`src/rtl/alu_multicycle.sv`:
```
// alu_multicycle: FSM-sequenced ALU. AND/OR/ADD/SUB/SLT/NOR complete in 1 edge and MUL in WIDTH edges (shift-add).
// Start is sampled only in IDLE and is ignored while Busy or in DONE. All outputs are registered and held between completions.
module alu_multicycle #(
  parameter int WIDTH = 6
) (
  input  logic             clk,
  input  logic             rst,
  input  logic             Start,
  input  logic [2:0]       Op_sel,
  input  logic [WIDTH-1:0] In_a,
  input  logic [WIDTH-1:0] In_b,
  output logic [WIDTH-1:0] Result,
  output logic             Zero,
  output logic             Carry,
  output logic             Overflow,
  output logic             Busy,
  output logic             Done
);

  localparam int CW = (WIDTH > 1) ? $clog2(WIDTH) : 1;

  localparam logic [2:0] OP_AND = 3'b000;
  localparam logic [2:0] OP_OR  = 3'b001;
  localparam logic [2:0] OP_ADD = 3'b010;
  localparam logic [2:0] OP_SUB = 3'b011;
  localparam logic [2:0] OP_SLT = 3'b100;
  localparam logic [2:0] OP_MUL = 3'b101;
  localparam logic [2:0] OP_NOR = 3'b110;

  typedef enum logic [1:0] {
    S_IDLE = 2'd0,
    S_EXEC = 2'd1,
    S_MUL  = 2'd2,
    S_DONE = 2'd3
  } state_t;

  state_t             r_state;
  logic [2:0]         r_op;
  logic [WIDTH-1:0]   r_a;
  logic [WIDTH-1:0]   r_b;
  logic [WIDTH-1:0]   r_mplier;
  logic [2*WIDTH-1:0] r_mcand;
  logic [2*WIDTH-1:0] r_acc;
  logic [CW-1:0]      r_cnt;
  logic [WIDTH-1:0]   r_result;
  logic               r_zero;
  logic               r_carry;
  logic               r_ovf;
  logic               r_busy;
  logic               r_done;

  logic [WIDTH:0]     w_sum;
  logic [WIDTH:0]     w_diff;
  logic               w_lt;
  logic [WIDTH-1:0]   w_res;
  logic               w_c;
  logic               w_v;
  logic [2*WIDTH-1:0] w_acc_next;
  logic               w_last;

  // The extra top bit of the sum is carry-out and of the difference is borrow.
  assign w_sum      = {1'b0, r_a} + {1'b0, r_b};
  assign w_diff     = {1'b0, r_a} - {1'b0, r_b};
  assign w_lt       = $signed(r_a) < $signed(r_b);
  assign w_acc_next = r_acc + (r_mplier[0] ? r_mcand : '0);
  assign w_last     = (r_cnt == CW'(WIDTH - 1));

  always_comb begin
    w_res = '0;
    w_c   = 1'b0;
    w_v   = 1'b0;
    case (r_op)
      OP_AND: w_res = r_a & r_b;
      OP_OR:  w_res = r_a | r_b;
      OP_ADD: begin
        w_res = w_sum[WIDTH-1:0];
        w_c   = w_sum[WIDTH];
        w_v   = (r_a[WIDTH-1] == r_b[WIDTH-1]) && (w_sum[WIDTH-1] != r_a[WIDTH-1]);
      end
      OP_SUB: begin
        w_res = w_diff[WIDTH-1:0];
        w_c   = w_diff[WIDTH];
        w_v   = (r_a[WIDTH-1] != r_b[WIDTH-1]) && (w_diff[WIDTH-1] != r_a[WIDTH-1]);
      end
      OP_SLT: w_res = WIDTH'(w_lt);
      OP_NOR: w_res = ~(r_a | r_b);
      default: w_res = '0;
    endcase
  end

  always_ff @(posedge clk) begin
    if (rst) begin
      r_state  <= S_IDLE;
      r_op     <= '0;
      r_a      <= '0;
      r_b      <= '0;
      r_mplier <= '0;
      r_mcand  <= '0;
      r_acc    <= '0;
      r_cnt    <= '0;
      r_result <= '0;
      r_zero   <= 1'b1;
      r_carry  <= 1'b0;
      r_ovf    <= 1'b0;
      r_busy   <= 1'b0;
      r_done   <= 1'b0;
    end else begin
      r_done <= 1'b0;
      case (r_state)
        S_IDLE: begin
          if (Start) begin
            r_op     <= Op_sel;
            r_a      <= In_a;
            r_b      <= In_b;
            r_mcand  <= {{WIDTH{1'b0}}, In_a};
            r_mplier <= In_b;
            r_acc    <= '0;
            r_cnt    <= '0;
            r_busy   <= 1'b1;
            r_state  <= (Op_sel == OP_MUL) ? S_MUL : S_EXEC;
          end
        end
        S_EXEC: begin
          r_result <= w_res;
          r_zero   <= (w_res == '0);
          r_carry  <= w_c;
          r_ovf    <= w_v;
          r_busy   <= 1'b0;
          r_done   <= 1'b1;
          r_state  <= S_DONE;
        end
        S_MUL: begin
          // One multiplier bit per cycle; the last step commits straight from the adder.
          r_acc    <= w_acc_next;
          r_mcand  <= r_mcand << 1;
          r_mplier <= r_mplier >> 1;
          if (w_last) begin
            r_result <= w_acc_next[WIDTH-1:0];
            r_zero   <= (w_acc_next[WIDTH-1:0] == '0);
            r_carry  <= 1'b0;
            r_ovf    <= |w_acc_next[2*WIDTH-1:WIDTH];
            r_busy   <= 1'b0;
            r_done   <= 1'b1;
            r_state  <= S_DONE;
          end else begin
            r_cnt <= r_cnt + 1'b1;
          end
        end
        S_DONE:  r_state <= S_IDLE;
        default: r_state <= S_IDLE;
      endcase
    end
  end

  assign Result   = r_result;
  assign Zero     = r_zero;
  assign Carry    = r_carry;
  assign Overflow = r_ovf;
  assign Busy     = r_busy;
  assign Done     = r_done;

endmodule

```
`config.mk`:
```
export PLATFORM = sky130hd
export DESIGN_NAME = alu_multicycle
export DESIGN_NICKNAME = d
export VERILOG_FILES = /design/src/rtl/alu_multicycle.sv
export SDC_FILE = /design/constraint.sdc
export NUM_CORES = 1
export LEC_CHECK = 0
export BUFFER_PORTS_ARGS = -buffer_cell sky130_fd_sc_hd__clkbuf_2
export CORE_ASPECT_RATIO = 0.8
export CORE_MARGIN = 3
export CORE_UTILIZATION = 30
export DETAILED_ROUTE_END_ITERATION = 16
export GPL_TIMING_DRIVEN = 0
export SLEW_MARGIN = 10
export SYNTH_ARGS = -nofsm -noshare
export SYNTH_HDL_FRONTEND = slang
export SYNTH_SLANG_ARGS = --single-unit
export TNS_END_PERCENT = 5
```
`constraint.sdc`:
```
create_clock -name clk -period 3.8 [get_ports clk]
set_clock_uncertainty 0.15 [all_clocks]
set_input_delay 0.19 -clock clk [delete_from_list [all_inputs] [get_ports clk]]
set_output_delay 0.19 -clock clk [all_outputs]
set_load 0.01 [all_outputs]
```
-- Yosys cells after proc, flatten, opt, wreduce, memory -nomap -nowiden
Index checks and enable logic that the tools add are counted.
- bits in registers: 61
- input port bits: 18
- output and inout port bits: 11
- word-level logic and storage cells: 84
- add/subtract/negate cells: 4
- order comparisons: 1
- eq/ne operators: 17
- multiplexer cells: 29
- bitwise operators: 3
- reduce and logical (&&, ||, !) cells: 16
- operators by type and width (operator ; count):
    one-hot mux 12 bit (2 select lines) ; 2
    two-way mux 12 bit ; 3
    one-hot mux 6 bit (6 select lines) ; 1
    one-hot mux 6 bit (2 select lines) ; 2
    adder 12 bit ; 1
    equality test 3 bit (second input constant) ; 4
    logical NOT 6 bit ; 2
    two-way mux 6 bit ; 2
    one-hot mux 1 bit (2 select lines) ; 6
    one-hot mux 2 bit (4 select lines) ; 1
    AND reduction 2 bit ; 4
    adder 6 x 6 -> 7 bit ; 1
    subtractor 6 x 6 -> 7 bit ; 1
    AND 6 bit ; 1
    equality test 3 x 2 -> 1 bit (second input constant) ; 2
    < comparator 6 bit ; 1
    two-way mux 2 bit ; 3
    two-way mux 3 bit ; 2
    inequality test 2 bit (second input constant) ; 3
    inverter 6 bit ; 1
    OR 6 bit ; 1
    one-hot mux 3 bit (2 select lines) ; 1
    AND reduction 3 bit ; 2
    OR reduction 6 bit ; 1
    other kinds (13) ; 22

-- Longest topological paths before layout
- depth after elaboration: 5
- gate-level depth with buffers: 11
- gate-level depth less buffers: 11

-- Worst setup path after synthesis
OpenSTA, ideal clock, no wires.
- path type: flip-flop to flip-flop
- from: register r_mplier[0]
- to: register r_ovf, in the netlist Overflow
- library setup time: 86 ps
- data arrival time: 2321 ps
- required time: 3564 ps
- slack: 1243 ps
- cell stages (with the launch flop): 12
- path buffers: 1
- clock period less this slack: 2557 ps
- cells stage by stage: dfxtp_1 > clkbuf_1 > nand2_1 > inv_1 > ha_1 > a211o_1 > a21o_1 > or3_1 > a41oi_2 > xnor2_1 > nor3_1 > a211oi_1
- word-level cells in the longest chain between the ends: 5
- RTL lines (item ; RTL line ; source):
    start, declared ; 41 ; logic [WIDTH-1:0] r_mplier;
    start signal, assigned ; 116 ; r_mplier <= In_b;
    start signal, assigned ; 136 ; r_mplier <= r_mplier >> 1;
    two-way mux 12 bit ; 65 ; assign w_acc_next = r_acc + (r_mplier[0] ? r_mcand : '0);
    adder 12 bit ; 65 ;
    OR reduction 6 bit ; 141 ; r_ovf <= |w_acc_next[2*WIDTH-1:WIDTH];
    two-way mux 1 bit ; 137 ; if (w_last) begin
    one-hot mux 1 bit (2 select lines) ; 109 ; case (r_state)
    end signal, assigned ; 127 ; r_ovf <= w_v;
    end signal, assigned ; 141 ;
    end, declared ; 48 ; logic r_ovf;
Every way passes these cells. The select of a mux whose other input is x is not followed.
A chain may end at the register's enable or synchronous reset.

-- Final worst setup path
Ends and elaborated chain as after synthesis.

==> flow_metrics.py <==
metrics = {
    "sta": {
        "period_needed_ps": 3070,
        "whs_ps": 164,
        "max_freq_mhz": 325,
        "rsz0062_at_grt": "false",
        "hold_violations": 0,
        "tns_ps": 0,
        "post-route-period-util_pct": 80.9,
        "tightestPinTransition_ps": 628,
        "slew_viol_final": 0,
        "setup_viol": 0,
        "slew_headroom_pct": 58.0,
    },
    "drt": {
        "vias": 3671,
        "post_drt_wl_per_cell_um": 15.5,
        "drt_iter0_markers": 303,
        "drtAntennaViolNets": 0,
        "viasPerCell": 5.16,
        "drc": 0,
        "wl_mm": 11.0,
        "first_pass_iters": 4,
    },
    "placed_design": {
        "place_area_mm2": 0.00424,
        "dp_hpwl_mm": 8.67,
        "dp.cells": 681,
        "gp_congestion": 0.870,
        "portBuffers": 27,
    },
    "logic_synthesis": {
        "ys_seq_elements": 61,
        "yosysSeqAreaShare_pct": 31.4,
        "synth_cells": 483,
        "synthTopCellsByArea": "dfxtp_1 31%, ha_1 12%, nor2_1 5.6%, nand2_1 5.3%, a21oi_1 5.3%",
        "synth-async-reset-ratio_pct": 0,
        "synth.avg_cell_area_um2": 8.05,
        "netlist.area_leader.share_pct": 31.4,
        "synth-main-ff-cell": "dfxtp_1",
        "yosysMostFrequentCell": "dfxtp_1",
        "synth.top_cells.by_count": "61 x dfxtp_1, 58 x nor2_1, 55 x nand2_1, 41 x a21oi_1, 36 x ha_1",
        "syn_area_mm2": 0.00389,
        "ys.warnings.count": 0,
        "yosys.cell_types.count": 57,
        "yosys.area.top_type": "dfxtp_1",
        "synth_edf_count": 0,
        "synth_nets": 540,
    },
    "layout": {
        "instances_no_fill": 712,
        "diodes": 0,
        "syn_to_final_growth_pct": 21.8,
        "drive_gt1_share_pct": 10.5,
        "design_area_mm2": 0.00474,
        "nNetsFinal": 593,
    },
    "clock_tree": {
        "post_cts_buffers": 0,
        "clock_latency_ps": 340,
        "cts_buffer_depth": 2,
        "postCtsHoldBufs": 15,
        "cts_root_buffer": "clkbuf_16",
        "tritoncts": "yes",
        "htreeDepth": 3,
        "cts_made_buffers": 9,
        "clkSinkCount": 61,
        "path_clk_slew_ps": 50,
        "cts_resized": 0,
    },
    "power_and_ir_drop": {
        "swShare_pct": 38.4,
        "leakagePower_nw": 1.93,
        "pwr-share-comb_pct": 39.0,
        "intPower_mw": 1.83,
        "switchingPower_mw": 1.14,
        "power.density_mw_per_mm2": 627,
        "p_seq_share_pct": 28.5,
        "irDropWorstVdd_uv": 333,
        "clkPwrFrac_pct": 32.6,
        "finalPower_mw": 2.97,
    },
    "critical_path": {
        "startpoint_type": "flip-flop",
        "path_cells": "clkbuf_1, nand2_1, inv_1, ha_1, a211o_1, a21o_1, or3_1, a41oi_2, xnor2_1, nor3_1, a211oi_1",
        "path_class": "flip-flop to flip-flop",
        "cp_slowest_stage_delay_ps": 390,
        "cpLargestDelayFamily": "simple AND/OR/NAND/NOR gates",
        "required_ps": 3840,
        "crit_fanout": 10,
        "cp_slowest_cell": "dfxtp_1",
        "cp.buffers_inverters": 2,
        "critPathCaptureType": "flip-flop",
        "arrival_ps": 3110,
    },
    "floorplan": {
        "dieArea_mm2": 0.0144,
        "io_pins": 29,
        "core_mm2": 0.0124,
        "die_w_um": 133,
        "die_y_um": 108,
        "rows": 36,
        "start_util_pct": 31.3,
    },
    "global_routing": {
        "grt_pass1_wl_mm": 18.2,
        "antenna_found_initial": 0,
        "grt_usage_pct": 16.0,
        "grt_overflow": 0,
        "grt_pass1_vias": 3481,
        "grt_max_degree": 12,
    },
    "job": {
        "cap_violations": 0,
    },
    "status": {
        "status": "completed",
    },
    "hold_path": {
        "hold_path.class": "input port to flip-flop",
    },
}
[worst reg2reg max path, delay by kind of cell, from the launching register on]
kind | cells | cell delay (ps)
compound gates | 4 | 820
xor+xnor | 1 | 110
fa+ha+maj | 1 | 230
buf+inv | 2 | 410
flops | 1 | 390
simple gates | 3 | 830
[layout by cell type (no fill, tap or decap), types with 4 or more instances in the layout]
master	count
a211oi_1	17
a21o_1	4
a21oi_1	41
a22oi_1	18
and2_1	15
buf_2	4
clkbuf_1	22
clkbuf_16	9
clkbuf_2	27
dfxtp_1	61
dlygate4sd3_1	15
ha_1	36
inv_1	27
mux2i_1	12
nand2_1	55
nand2b_1	4
nand3_1	12
nor2_1	58
nor2b_1	7
nor3_1	8
o21ai_0	8
o21ai_1	5
xnor2_1	9
xor2_1	5
[through the flow]
| stage | setup slack [ps] | utilization (%) |
|---|---|---|
| floorplan | 1240 | - |
| global placement | 754 | 34.1 |
| CTS | 744 | 38.1 |
| global route | 569 | 38.1 |
| finish | 725 | 38.1 |
| detailed placement | 757 | 34.1 |
[layout make-up]
cell class / instances / area [um^2]
Buffer: 26 / 110
Clock buffer: 11 / 243
Clock inverter: 5 / 106
Fill cell: 1275 / 7690
Inverter: 28 / 108
Multi-Input combinational cell: 368 / 2450
Sequential cell: 61 / 1220
Tap cell: 171 / 214
Timing Repair Buffer: 42 / 285
[metal layers]
| metal | part of all wire [%] | GRT usage [%] | vias to the layer above |
|---|---|---|---|
| li1 | - | - | 1808 |
| met1 | 53 | 24.6 | 1735 |
| met2 | 39 | 21.4 | 113 |
| met3 | 6.9 | 4.02 | 15 |
| met4 | 1.3 | 4.48 | 0 |
| met5 | 0 | 0 | - |
[flip-flops by register name, indices dropped and copies added (netlist names)]
| name | flops |
|---|---|
| r_a | 6 |
| Result | 6 |
| r_op | 3 |
| r_b | 6 |
| Zero | 1 |
| r_state | 2 |
| Busy | 1 |
| r_acc | 12 |
| r_cnt | 3 |
| r_mcand | 12 |
| Overflow | 1 |
| r_mplier | 6 |
| Carry | 1 |
| Done | 1 |
[worst paths after layout]
path	from	endpoint	cells after the start	slack [ps]
worst max register to register	r_mplier[0]	Overflow	11	730
worst min-delay path	rst	Result[5]	2	160
worst max-delay path	r_mplier[0]	Overflow	11	730
worst min register to register	r_acc[5]	r_acc[5]	2	330
[kinds of logic (layout without fill, tap and decap cells)]
| family | after synthesis | after routing | synth area share, % |
|---|---|---|---|
| compound gates | 128 | 128 | 22.7 |
| xor+xnor | 14 | 14 | 3.15 |
| simple gates | 174 | 174 | 20.4 |
| mux | 13 | 13 | 3.67 |
| fa+ha+maj | 39 | 39 | 13.1 |
| flops | 61 | 61 | 31.4 |
| buf+inv | 54 | 112 | 5.60 |
[power groups by stage]
stage               clock network [mW]  logic (mW)  registers, mW
global route                     0.998        1.29          0.862
finish                           0.968        1.16          0.846
floorplan                            0       0.808          0.846
CTS                              0.978        1.14          0.846
global placement                     0        1.10          0.851
detailed placement                   0        1.13          0.859
(Power assumes the default switching activity.)
